===== src/rtl/dram_reader_pkg.sv =====
// Shared types and AXI constants for the DRAM read master and its burst splitter.
package dram_reader_pkg;

  typedef enum logic [1:0] {
    IDLE = 2'd0,
    AR0  = 2'd1,
    AR1  = 2'd2,
    DATA = 2'd3
  } rd_state_t;

  localparam logic [1:0] BURST_INCR = 2'b01;
  localparam logic [2:0] SIZE_16B   = 3'b100;
  localparam logic [1:0] RESP_OKAY  = 2'b00;

  localparam int BEAT_BYTES     = 16;
  localparam int BOUNDARY_BEATS = 256;

endpackage


===== src/rtl/dram_burst_splitter.sv =====
// Splits a beat-aligned read into at most two INCR bursts so none crosses a 4 KB page.
module dram_burst_splitter
  import dram_reader_pkg::*;
#(
  parameter int ADDR_WIDTH = 39
) (
  input  logic [ADDR_WIDTH-1:0] addr,
  input  logic [7:0]            len,
  output logic [7:0]            burst0_len,
  output logic [ADDR_WIDTH-1:0] burst1_addr,
  output logic [7:0]            burst1_len,
  output logic                  split
);

  localparam logic [ADDR_WIDTH-13:0] PAGE_STEP = 1;

  logic [8:0] rem;
  logic       unused_addr_bits;

  // Beats left before the next 4 KB page; ranges 1..256.
  assign rem   = 9'(BOUNDARY_BEATS) - {1'b0, addr[11:4]};
  assign split = ({1'b0, len} > rem);

  // When split, rem < len <= 255, so rem fits in 8 bits.
  assign burst0_len  = split ? rem[7:0] : len;
  assign burst1_len  = split ? (len - rem[7:0]) : 8'd0;
  assign burst1_addr = {addr[ADDR_WIDTH-1:12] + PAGE_STEP, 12'h000};

  assign unused_addr_bits = ^addr[3:0];

endmodule


===== src/rtl/dram_read_master.sv =====
// AXI4 read master: one request becomes one or two 4 KB-safe bursts, beats forwarded in order.
// Optional RRESP error flag is enabled by defining DRAM_READER_RRESP_CHECK_EN.
module dram_read_master
  import dram_reader_pkg::*;
#(
  parameter int DRAM_ADDR_WIDTH = 39,
  parameter int DRAM_DATA_WIDTH = 128,
  parameter int AXI_ID          = 0
) (
  input  logic                       clk_pixel,
  input  logic                       dram_reader_reset_n,
  input  logic [DRAM_ADDR_WIDTH-1:0] dram_read_addr,
  input  logic [7:0]                 dram_read_len,
  input  logic                       dram_read_en,
  output logic                       dram_read_busy,
  output logic [DRAM_DATA_WIDTH-1:0] dram_read_data,
  output logic                       dram_read_data_valid,
  output logic                       dram_read_error,
  output logic [DRAM_ADDR_WIDTH-1:0] m_axi_araddr,
  output logic [7:0]                 m_axi_arlen,
  output logic [2:0]                 m_axi_arsize,
  output logic [1:0]                 m_axi_arburst,
  output logic                       m_axi_arid,
  output logic                       m_axi_arvalid,
  input  logic                       m_axi_arready,
  input  logic [DRAM_DATA_WIDTH-1:0] m_axi_rdata,
  input  logic [1:0]                 m_axi_rresp,
  input  logic                       m_axi_rlast,
  input  logic                       m_axi_rvalid,
  output logic                       m_axi_rready
);

  // Handshakes: a transfer occurs on a rising clk_pixel edge where valid and ready are
  // both high; once arvalid rises, it and every AR field hold until that edge.

  rd_state_t                  state;
  rd_state_t                  state_next;
  logic [DRAM_ADDR_WIDTH-1:0] addr_q;
  logic [7:0]                 len_q;
  logic [8:0]                 beat_cnt;
  logic [8:0]                 beat_cnt_next;
  logic                       accept;
  logic                       r_hs;

  logic [7:0]                 burst0_len;
  logic [DRAM_ADDR_WIDTH-1:0] burst1_addr;
  logic [7:0]                 burst1_len;
  logic                       split;

  dram_burst_splitter #(
    .ADDR_WIDTH(DRAM_ADDR_WIDTH)
  ) u_splitter (
    .addr        (addr_q),
    .len         (len_q),
    .burst0_len  (burst0_len),
    .burst1_addr (burst1_addr),
    .burst1_len  (burst1_len),
    .split       (split)
  );

  assign accept        = (state == IDLE) && dram_read_en && (dram_read_len != 8'd0);
  assign r_hs          = m_axi_rvalid && m_axi_rready;
  assign beat_cnt_next = beat_cnt + {8'd0, r_hs};

  always_ff @(posedge clk_pixel or negedge dram_reader_reset_n) begin
    if (!dram_reader_reset_n) begin
      state    <= IDLE;
      addr_q   <= '0;
      len_q    <= '0;
      beat_cnt <= '0;
    end else begin
      state <= state_next;
      if (accept) begin
        addr_q   <= {dram_read_addr[DRAM_ADDR_WIDTH-1:4], 4'h0};
        len_q    <= dram_read_len;
        beat_cnt <= '0;
      end else if (r_hs) begin
        beat_cnt <= beat_cnt_next;
      end
    end
  end

  // R beats may already arrive while AR1 is pending; the counter runs in every busy state.
  always_comb begin
    state_next    = state;
    m_axi_arvalid = 1'b0;
    m_axi_araddr  = '0;
    m_axi_arlen   = '0;
    case (state)
      IDLE: begin
        if (accept) state_next = AR0;
      end
      AR0: begin
        m_axi_arvalid = 1'b1;
        m_axi_araddr  = addr_q;
        m_axi_arlen   = burst0_len - 8'd1;
        if (m_axi_arready) state_next = split ? AR1 : DATA;
      end
      AR1: begin
        m_axi_arvalid = 1'b1;
        m_axi_araddr  = burst1_addr;
        m_axi_arlen   = burst1_len - 8'd1;
        if (m_axi_arready) state_next = DATA;
      end
      DATA: begin
        if (beat_cnt_next == {1'b0, len_q}) state_next = IDLE;
      end
      default: state_next = IDLE;
    endcase
  end

  assign m_axi_arsize   = SIZE_16B;
  assign m_axi_arburst  = BURST_INCR;
  assign m_axi_arid     = 1'(AXI_ID);
  assign dram_read_busy = (state != IDLE);
  assign m_axi_rready   = dram_read_busy;

  always_ff @(posedge clk_pixel or negedge dram_reader_reset_n) begin
    if (!dram_reader_reset_n) begin
      dram_read_data_valid <= 1'b0;
      dram_read_data       <= '0;
    end else begin
      dram_read_data_valid <= r_hs;
      if (r_hs) dram_read_data <= m_axi_rdata;
    end
  end

`ifdef DRAM_READER_RRESP_CHECK_EN
  logic unused_inputs;
  assign unused_inputs = ^{m_axi_rlast, dram_read_addr[3:0]};

  always_ff @(posedge clk_pixel or negedge dram_reader_reset_n) begin
    if (!dram_reader_reset_n) begin
      dram_read_error <= 1'b0;
    end else if (r_hs && (m_axi_rresp != RESP_OKAY)) begin
      dram_read_error <= 1'b1;
    end
  end
`else
  logic unused_inputs;
  assign unused_inputs   = ^{m_axi_rlast, m_axi_rresp, dram_read_addr[3:0]};
  assign dram_read_error = 1'b0;
`endif

endmodule


===== config.mk =====
export PLATFORM = sky130hd
export DESIGN_NAME = dram_read_master
export DESIGN_NICKNAME = d
export VERILOG_FILES = /design/src/rtl/dram_reader_pkg.sv /design/src/rtl/dram_burst_splitter.sv /design/src/rtl/dram_read_master.sv
export SDC_FILE = /design/constraint.sdc
export NUM_CORES = 1
export LEC_CHECK = 0
export ABC_AREA = 1
export CELL_PAD_IN_SITES_DETAIL_PLACEMENT = 0
export CELL_PAD_IN_SITES_GLOBAL_PLACEMENT = 1
export CORE_MARGIN = 2
export CORE_UTILIZATION = 31
export DETAILED_ROUTE_END_ITERATION = 16
export GPL_ROUTABILITY_DRIVEN = 0
export HOLD_SLACK_MARGIN = 0.06
export PLACE_DENSITY = 0.81
export SETUP_SLACK_MARGIN = 0.1
export SLEW_MARGIN = 20
export SYNTH_ARGS = -nofsm -noshare
export SYNTH_HDL_FRONTEND = slang
export SYNTH_SLANG_ARGS = --single-unit

===== constraint.sdc =====
create_clock -name clk_pixel -period 4.9 [get_ports clk_pixel]
set_clock_uncertainty 0.1 [all_clocks]
set_input_delay 0.49 -clock clk_pixel [delete_from_list [all_inputs] [get_ports clk_pixel]]
set_output_delay 0.49 -clock clk_pixel [all_outputs]
set_load 0.005 [all_outputs]

==> flow_metrics.env, run 1 <==
export IMPL_cts_sinks=183
export IMPL_synth_cell_types=54
export IMPL_async_flop_share_pct=100
export IMPL_worst_slack_ns=0.276
export IMPL_stdcell_area_um2=13800
export IMPL_critPathLaunch="addr_q[4]"
export IMPL_core_area_um2=29400
export IMPL_grt_overflow=0
export IMPL_cp_cell_sequence="clkinv_4 > ha_4 > xnor2_2 > inv_1 > ha_4 > nand2_1 > or2_1 > nand2_1 > nand3_2 > a21oi_4 > nand2_2 > nand2_4 > nand2_8 > inv_8 > nor2_2 > nor2_2 > nor2_4 > ha_1 > or2_0 > a21oi_1 > clkdlybuf4s50_1"
export IMPL_hold_class="primary input to async pin"
export IMPL_start_util_pct=31.3
export IMPL_htree_levels=4
export IMPL_outcome="finished clean"
export IMPL_slew_viol_final=0
export IMPL_path_class="flip-flop to output port"
export IMPL_die_area_um2=31100
export IMPL_nNetsFinal=1707
export IMPL_slowest_stage="clkdlybuf4s50_1"
export IMPL_fin_crit_ns=4.62
export IMPL_drive_gt1_share_pct=7.03
export IMPL_dr_wl_met3_mm=2.41
export IMPL_pre_cts_slack_ns=0.403
export IMPL_antenna_found_initial=3
export IMPL_wl_met1_mm=12.4
export IMPL_startpoint_type="flip-flop"
export IMPL_grt_use_total_pct=19.5
export IMPL_yosysSeqAreaShare_pct=49.8
export IMPL_required_ns=4.31
export IMPL_p_leak_nw=6.56
export IMPL_fp_dieH_um=176
export IMPL_firstDrtPassIters=5
export IMPL_area_growth_pct=50.0
export IMPL_drt_iter0_markers=481
export IMPL_grt_pass1_vias=8930
export IMPL_fillers=2848
export IMPL_num_vias=8832
export IMPL_worstMarginPinSlew_ns=0.877
export IMPL_yosysWarnings=0
export IMPL_numCtsBuffers=17
export IMPL_placed_area_um2=13000
export IMPL_clkLatencyLatePin_ns=0.44
export IMPL_rsz0062_at_grt="no"
export IMPL_critPathCaptureType="output port"
export IMPL_root_buffer="clkbuf_16"
export IMPL_ys_ff_latch=183
export IMPL_num_io_pins=369
export IMPL_wl_per_cell_um=15.6
export IMPL_fmax_mhz=216
export IMPL_met2_length_mm=14.3
export IMPL_synth_ff_type="dfrtp_1"
export IMPL_critPathMaxFanout=12
export IMPL_tns_ns=0
export IMPL_vias_per_cell=4.62
export IMPL_grt_start_max_net_pins=103
export IMPL_p_per_area_nw_per_um2=692
export IMPL_synth_area_per_cell_um2=7.83
export IMPL_final_antenna_net_count=0
export IMPL_cp_arrival_ns=4.03
export IMPL_dpl_cell_count=1872
export IMPL_syn_inst=1174
export IMPL_drv_cap=0
export IMPL_ir_drop_mv=0.341
export IMPL_portBuffers=350
export IMPL_final_hold_violation_count=0
export IMPL_holdBufCountCts=0
export IMPL_chipWidth_um=176
export IMPL_drc=0
export IMPL_r2r_start="state[0]"
export IMPL_dr_max_layer_used="met5"
export IMPL_multi_input_area_um2=4110
export IMPL_critical_path_max_stage_delay_ns=0.51
export IMPL_ctsLongestPathBuffers=2
export IMPL_totalWireLength_mm=29.9
export IMPL_setup_viol=0
export IMPL_synthesis_area_um2=9200
export IMPL_regArea_um2=4580
export IMPL_cts_tree="yes"
export IMPL_dpl_hpwl_mm=21.6
export IMPL_post_route_util_pct=46.9
export IMPL_fin_cells=1913
export IMPL_clk_pin_slew_worst_paths_ns=0.07
export IMPL_rows=63
export IMPL_slew_headroom_pct=41.6
export IMPL_fin_crit_sh_pct=94.4
export IMPL_grt_pass1_wl_mm=47.6
export IMPL_synth_edff_count=0
-- worst max-delay path, delay by kind of cell, from the launching register on --
kind	cells	cell delay [ns]
simple gates	11	1.31
buf+inv	4	0.79
fa+ha+maj	3	0.69
flops	1	0.40
compound gates	2	0.29
xor+xnor	1	0.12
-- final cells by class --
cell class / count / area share, %
multi-input combinational: 856 / 29.8
inverter: 83 / 2.37
clock inverter: 14 / 1.52
tap: 390 / 3.54
timing repair buffer: 367 / 26.4
sequential: 183 / 33.2
clock buffer: 18 / 3.11
antenna: 2 / 0.0363
-- sequential cells by signal, summed over array words and instances (netlist names) --
register	flops
dram_read_data	128
dram_read_data_valid	1
addr_q	35
len_q	8
state	2
beat_cnt	9
-- cells in the mapped netlist (2+ instances only) --
library cell / instances / area [µm²]
o21ai_1: 2 / 10.0
o32ai_1: 3 / 26.3
inv_2: 5 / 18.8
conb_1: 2 / 7.51
nor3_1: 9 / 45.0
nor3_2: 2 / 20.0
xor2_1: 14 / 123
nand2_4: 2 / 22.5
buf_4: 12 / 90.1
a21oi_1: 47 / 235
nand2_1: 502 / 1880
nor2_1: 77 / 289
clkbuf_1: 38 / 143
dfrtp_1: 183 / 4580
buf_2: 2 / 10.0
o21ai_0: 37 / 185
inv_1: 77 / 289
nor4_1: 4 / 25.0
ha_1: 15 / 188
o22ai_1: 13 / 81.3
nand2_2: 7 / 43.8
mux2_2: 8 / 90.1
o21ai_2: 2 / 17.5
nand4_1: 18 / 113
nand3_2: 6 / 60.1
o211ai_1: 3 / 22.5
buf_1: 7 / 26.3
nor2_2: 6 / 37.5
nor2_4: 3 / 33.8
xnor2_1: 4 / 35.0
nand3_1: 41 / 205
-- stage by stage --
| step | total power, mW | hold slack [ns] |
|---|---|---|
| after floorplan | 5.35 | 0.0944 |
| after global placement | 7.86 | 0.361 |
| after detailed placement | 7.92 | 0.364 |
| after CTS | 9.55 | 0.0848 |
| after global routing | 10.4 | 0.103 |
| final | 9.54 | 0.0278 |
-- kinds of logic (layout without fill, tap and decap cells) --
logic type / Yosys count / count (layout) / share of synthesized area (%)
simple gates: 685 / 685 / 31.1
buf+inv: 144 / 482 / 6.56
xor+xnor: 18 / 18 / 1.71
mux: 8 / 8 / 0.980
flops: 183 / 183 / 49.8
fa+ha+maj: 16 / 16 / 2.26
compound gates: 118 / 118 / 7.46
other cells: 2 / 13 / 0.0817
-- layout by cell type (no fill, tap or decap), drive strengths merged, types with 2 or more instances in the layout --
cell type      count
ha                15
nand3             48
o22ai             13
nor3              12
a21oi             49
o211ai             3
inv               88
xor2              14
clkinv             2
dlymetal6s2s       2
dfrtp            183
clkbuf            19
buf               17
nand4             19
or2                3
clkinvlp           3
diode              2
o32ai              3
xnor2              4
clkdlybuf4s50    347
bufinv             4
o21ai             42
conb              11
nand2            511
nor2              86
mux2               8
nor4               5
-- report_power, final --
part	total [mW]	internal, mW	switching, mW	leakage (nW)
registers	2.74	2.21	0.527	2.22
logic	5.28	2.59	2.69	4.04
clock network	1.52	0.869	0.649	0.302
-- metal layers --
layer / GRT usage, % / up-vias
li1: - / 4354
met1: 23.5 / 4144
met2: 32.1 / 290
met3: 6.74 / 42
met4: 7.75 / 2
met5: 0 / -
-- timing repair --
item,CTS,global route
endpoints found under the setup margin,4,7
pin swaps,0,6
setup buffers,0,7
gates resized for setup,6,11
-- worst paths after layout --
| path | endpoint | slack [ns] | depth (start not counted) |
|---|---|---|---|
| max | m_axi_arlen[2] | 0.28 | 21 |
| min | dram_read_data[0] | 0.03 | 1 |
| max reg2reg | state[0] | 1.38 | 19 |
| min reg2reg | dram_read_data[36] | 0.38 | 2 |
| max in group asynchronous | dram_read_data[70] | 3.45 | 2 |
| min in group clk_pixel | dram_read_data[36] | 0.38 | 2 |
(Power assumes the default switching activity.)
==> run 2: changes to the inputs <==
- CORE_ASPECT_RATIO: default -> 1.75
==> flow_metrics.env, run 2 (synthesis gave the netlist of run 1 again) <==
export IMPL_ir_drop_mv=0.330
export IMPL_dr_max_layer_used="met5"
export IMPL_grt_use_total_pct=20.1
export IMPL_timing_hold_ws_ns=0.379
export IMPL_rows=83
export IMPL_antennaDiodeCount=0
export IMPL_chipWidth_um=134
export IMPL_worstRegToRegCells=19
export IMPL_fin_crit_ns=4.67
export IMPL_p_leak_nw=6.59
export IMPL_holdPathStages=2
export IMPL_cts_tree="yes"
export IMPL_slew_headroom_pct=34.1
export IMPL_setup_viol=0
export IMPL_firstDrtPassIters=4
export IMPL_slowest_stage="clkdlybuf4s50_1"
export IMPL_wl_met1_mm=11.2
export IMPL_wl_per_cell_um=16.4
export IMPL_top_register="dram_read_data"
export IMPL_path_class="flip-flop to output port"
export IMPL_timing_rr_end="state[0]"
export IMPL_r2r_slack_ns=1.27
export IMPL_dr_wl_met3_mm=2.35
export IMPL_fmax_mhz=214
export IMPL_start_util_pct=31.4
export IMPL_nNetsFinal=1711
export IMPL_vias_per_cell=4.64
export IMPL_slew_viol_final=0
export IMPL_grt_start_max_net_pins=86
export IMPL_ctsLongestPathBuffers=2
export IMPL_numCtsBuffers=17
export IMPL_num_io_pins=369
export IMPL_placed_area_um2=13000
export IMPL_dpl_hpwl_mm=23.3
export IMPL_worst_slack_ns=0.227
export IMPL_pre_cts_slack_ns=0.214
export IMPL_num_vias=8855
export IMPL_drv_cap=0
export IMPL_cp_cell_sequence="inv_2 > ha_4 > xnor2_2 > inv_2 > ha_4 > nand2_1 > or2_1 > nand2_1 > nand3_2 > a21oi_4 > nand2_2 > nand2_4 > nand2_8 > inv_8 > nor2_2 > nor2_2 > nor2_4 > ha_1 > or2_0 > a21oi_2 > clkdlybuf4s50_1"
export IMPL_grt_overflow=0
export IMPL_drc=0
export IMPL_worstHoldStart="dram_read_data[73]"
export IMPL_rsz0062_at_grt="yes"
export IMPL_required_ns=4.31
export IMPL_startpoint_type="flip-flop"
export IMPL_r2r_start="state[0]"
export IMPL_cp_arrival_ns=4.08
export IMPL_drt_iter0_markers=404
export IMPL_fp_dieH_um=232
export IMPL_dpl_cell_count=1865
export IMPL_fin_cells=1907
export IMPL_most_common_layout_cells="nand2_1 (500), clkdlybuf4s50_1 (346), dfrtp_1 (182)"
export IMPL_final_hold_violation_count=0
export IMPL_worstMarginPinSlew_ns=0.987
export IMPL_area_growth_pct=49.9
export IMPL_critPathCaptureType="output port"
export IMPL_cts_sinks=183
export IMPL_root_buffer="clkbuf_16"
export IMPL_htree_levels=4
export IMPL_met2_length_mm=16.6
export IMPL_drive_gt1_share_pct=7.54
export IMPL_clkLatencyLatePin_ns=0.45
export IMPL_outcome="finished clean"
export IMPL_grt_pass1_wl_mm=48.7
export IMPL_grt_pass1_vias=9037
export IMPL_final_antenna_net_count=0
export IMPL_top_regs="dram_read_data (128), addr_q (35), beat_cnt (9)"
export IMPL_p_per_area_nw_per_um2=694
export IMPL_tns_ns=0
export IMPL_largest_reg_flops=128
export IMPL_portBuffers=350
export IMPL_die_area_um2=31100
export IMPL_core_area_um2=29300
export IMPL_critPathMaxFanout=9
export IMPL_antenna_found_initial=1
export IMPL_final_common_cell="nand2_1"
export IMPL_stdcell_area_um2=13800
export IMPL_critical_path_max_stage_delay_ns=0.51
export IMPL_hold_class="flip-flop to flip-flop"
export IMPL_totalWireLength_mm=31.2
export IMPL_clk_pin_slew_worst_paths_ns=0.07
export IMPL_fin_crit_sh_pct=95.4
export IMPL_min_to="dram_read_data[73]"
==> run 2: cell types whose count changed in the layout (fill, tap and decap cells not counted), sizes merged, moves of 2 or more <==
cell and change:
buf +4, diode -2, clkinv +3, bufinv -3
==> run 2: per-stage QoR <==
step	utilization [%]	total power, mW
2_1_floorplan	-	5.35
3_3_place_gp	44.5	7.95
3_5_place_dp	44.5	8.00
4_1_cts	46.6	9.52
5_1_grt	47.1	10.4
6_report	47.1	9.57
==> run 2: worst max-delay path by stage <==
stage                     startpoint             end  slack, ns  cells past startpoint
final                      addr_q[5]  m_axi_arlen[2]       0.23                     21
after CTS                  addr_q[4]  m_axi_arlen[6]       0.11                     24
after floorplan            addr_q[4]  m_axi_arlen[6]       1.27                     22
after global routing       addr_q[5]  m_axi_arlen[2]      -0.03                     21
after detailed placement   addr_q[4]  m_axi_arlen[6]       0.21                     24
after global placement     addr_q[4]  m_axi_arlen[6]       0.30                     24
==> run 2: critical path, delay by kind of cell, from the launching register on <==
family,cells,cell delay (ns)
adder cells (fa/ha/maj),3,0.69
AO/OA/AOI/OAI,2,0.31
AND/OR/NAND/NOR,11,1.28
buffers and inverters,4,0.78
flip-flops,1,0.41
XOR/XNOR,1,0.15
==> run 2: area by class of cell <==
cell class / count / area, µm²
timing repair buffer: 371 / 3680
multi-input combinational: 856 / 4130
clock inverter: 14 / 158
clock buffer: 18 / 429
inverter: 83 / 325
fill: 2912 / 15500
tap: 382 / 478
sequential: 183 / 4580
==> run 2: layer usage <==
layer	GRT usage (%)	vias to the layer above
li1	-	4354
met5	0	-
met2	37.1	321
met1	20.9	4124
met4	7.83	2
met3	6.57	54
==> run 2: timing repair <==
action	CTS	global route
hold buffers	1	0
resized for setup	8	16
hold endpoints to repair	82	0
setup endpoints to repair	7	7
pin swaps	1	3
setup buffers	1	8
==> run 2: where the power goes <==
group,internal (mW),leakage (nW),switching [mW]
clock network,0.727,0.284,0.677
logic,2.65,4.09,2.76
registers,2.21,2.22,0.552
total,5.59,6.59,3.98
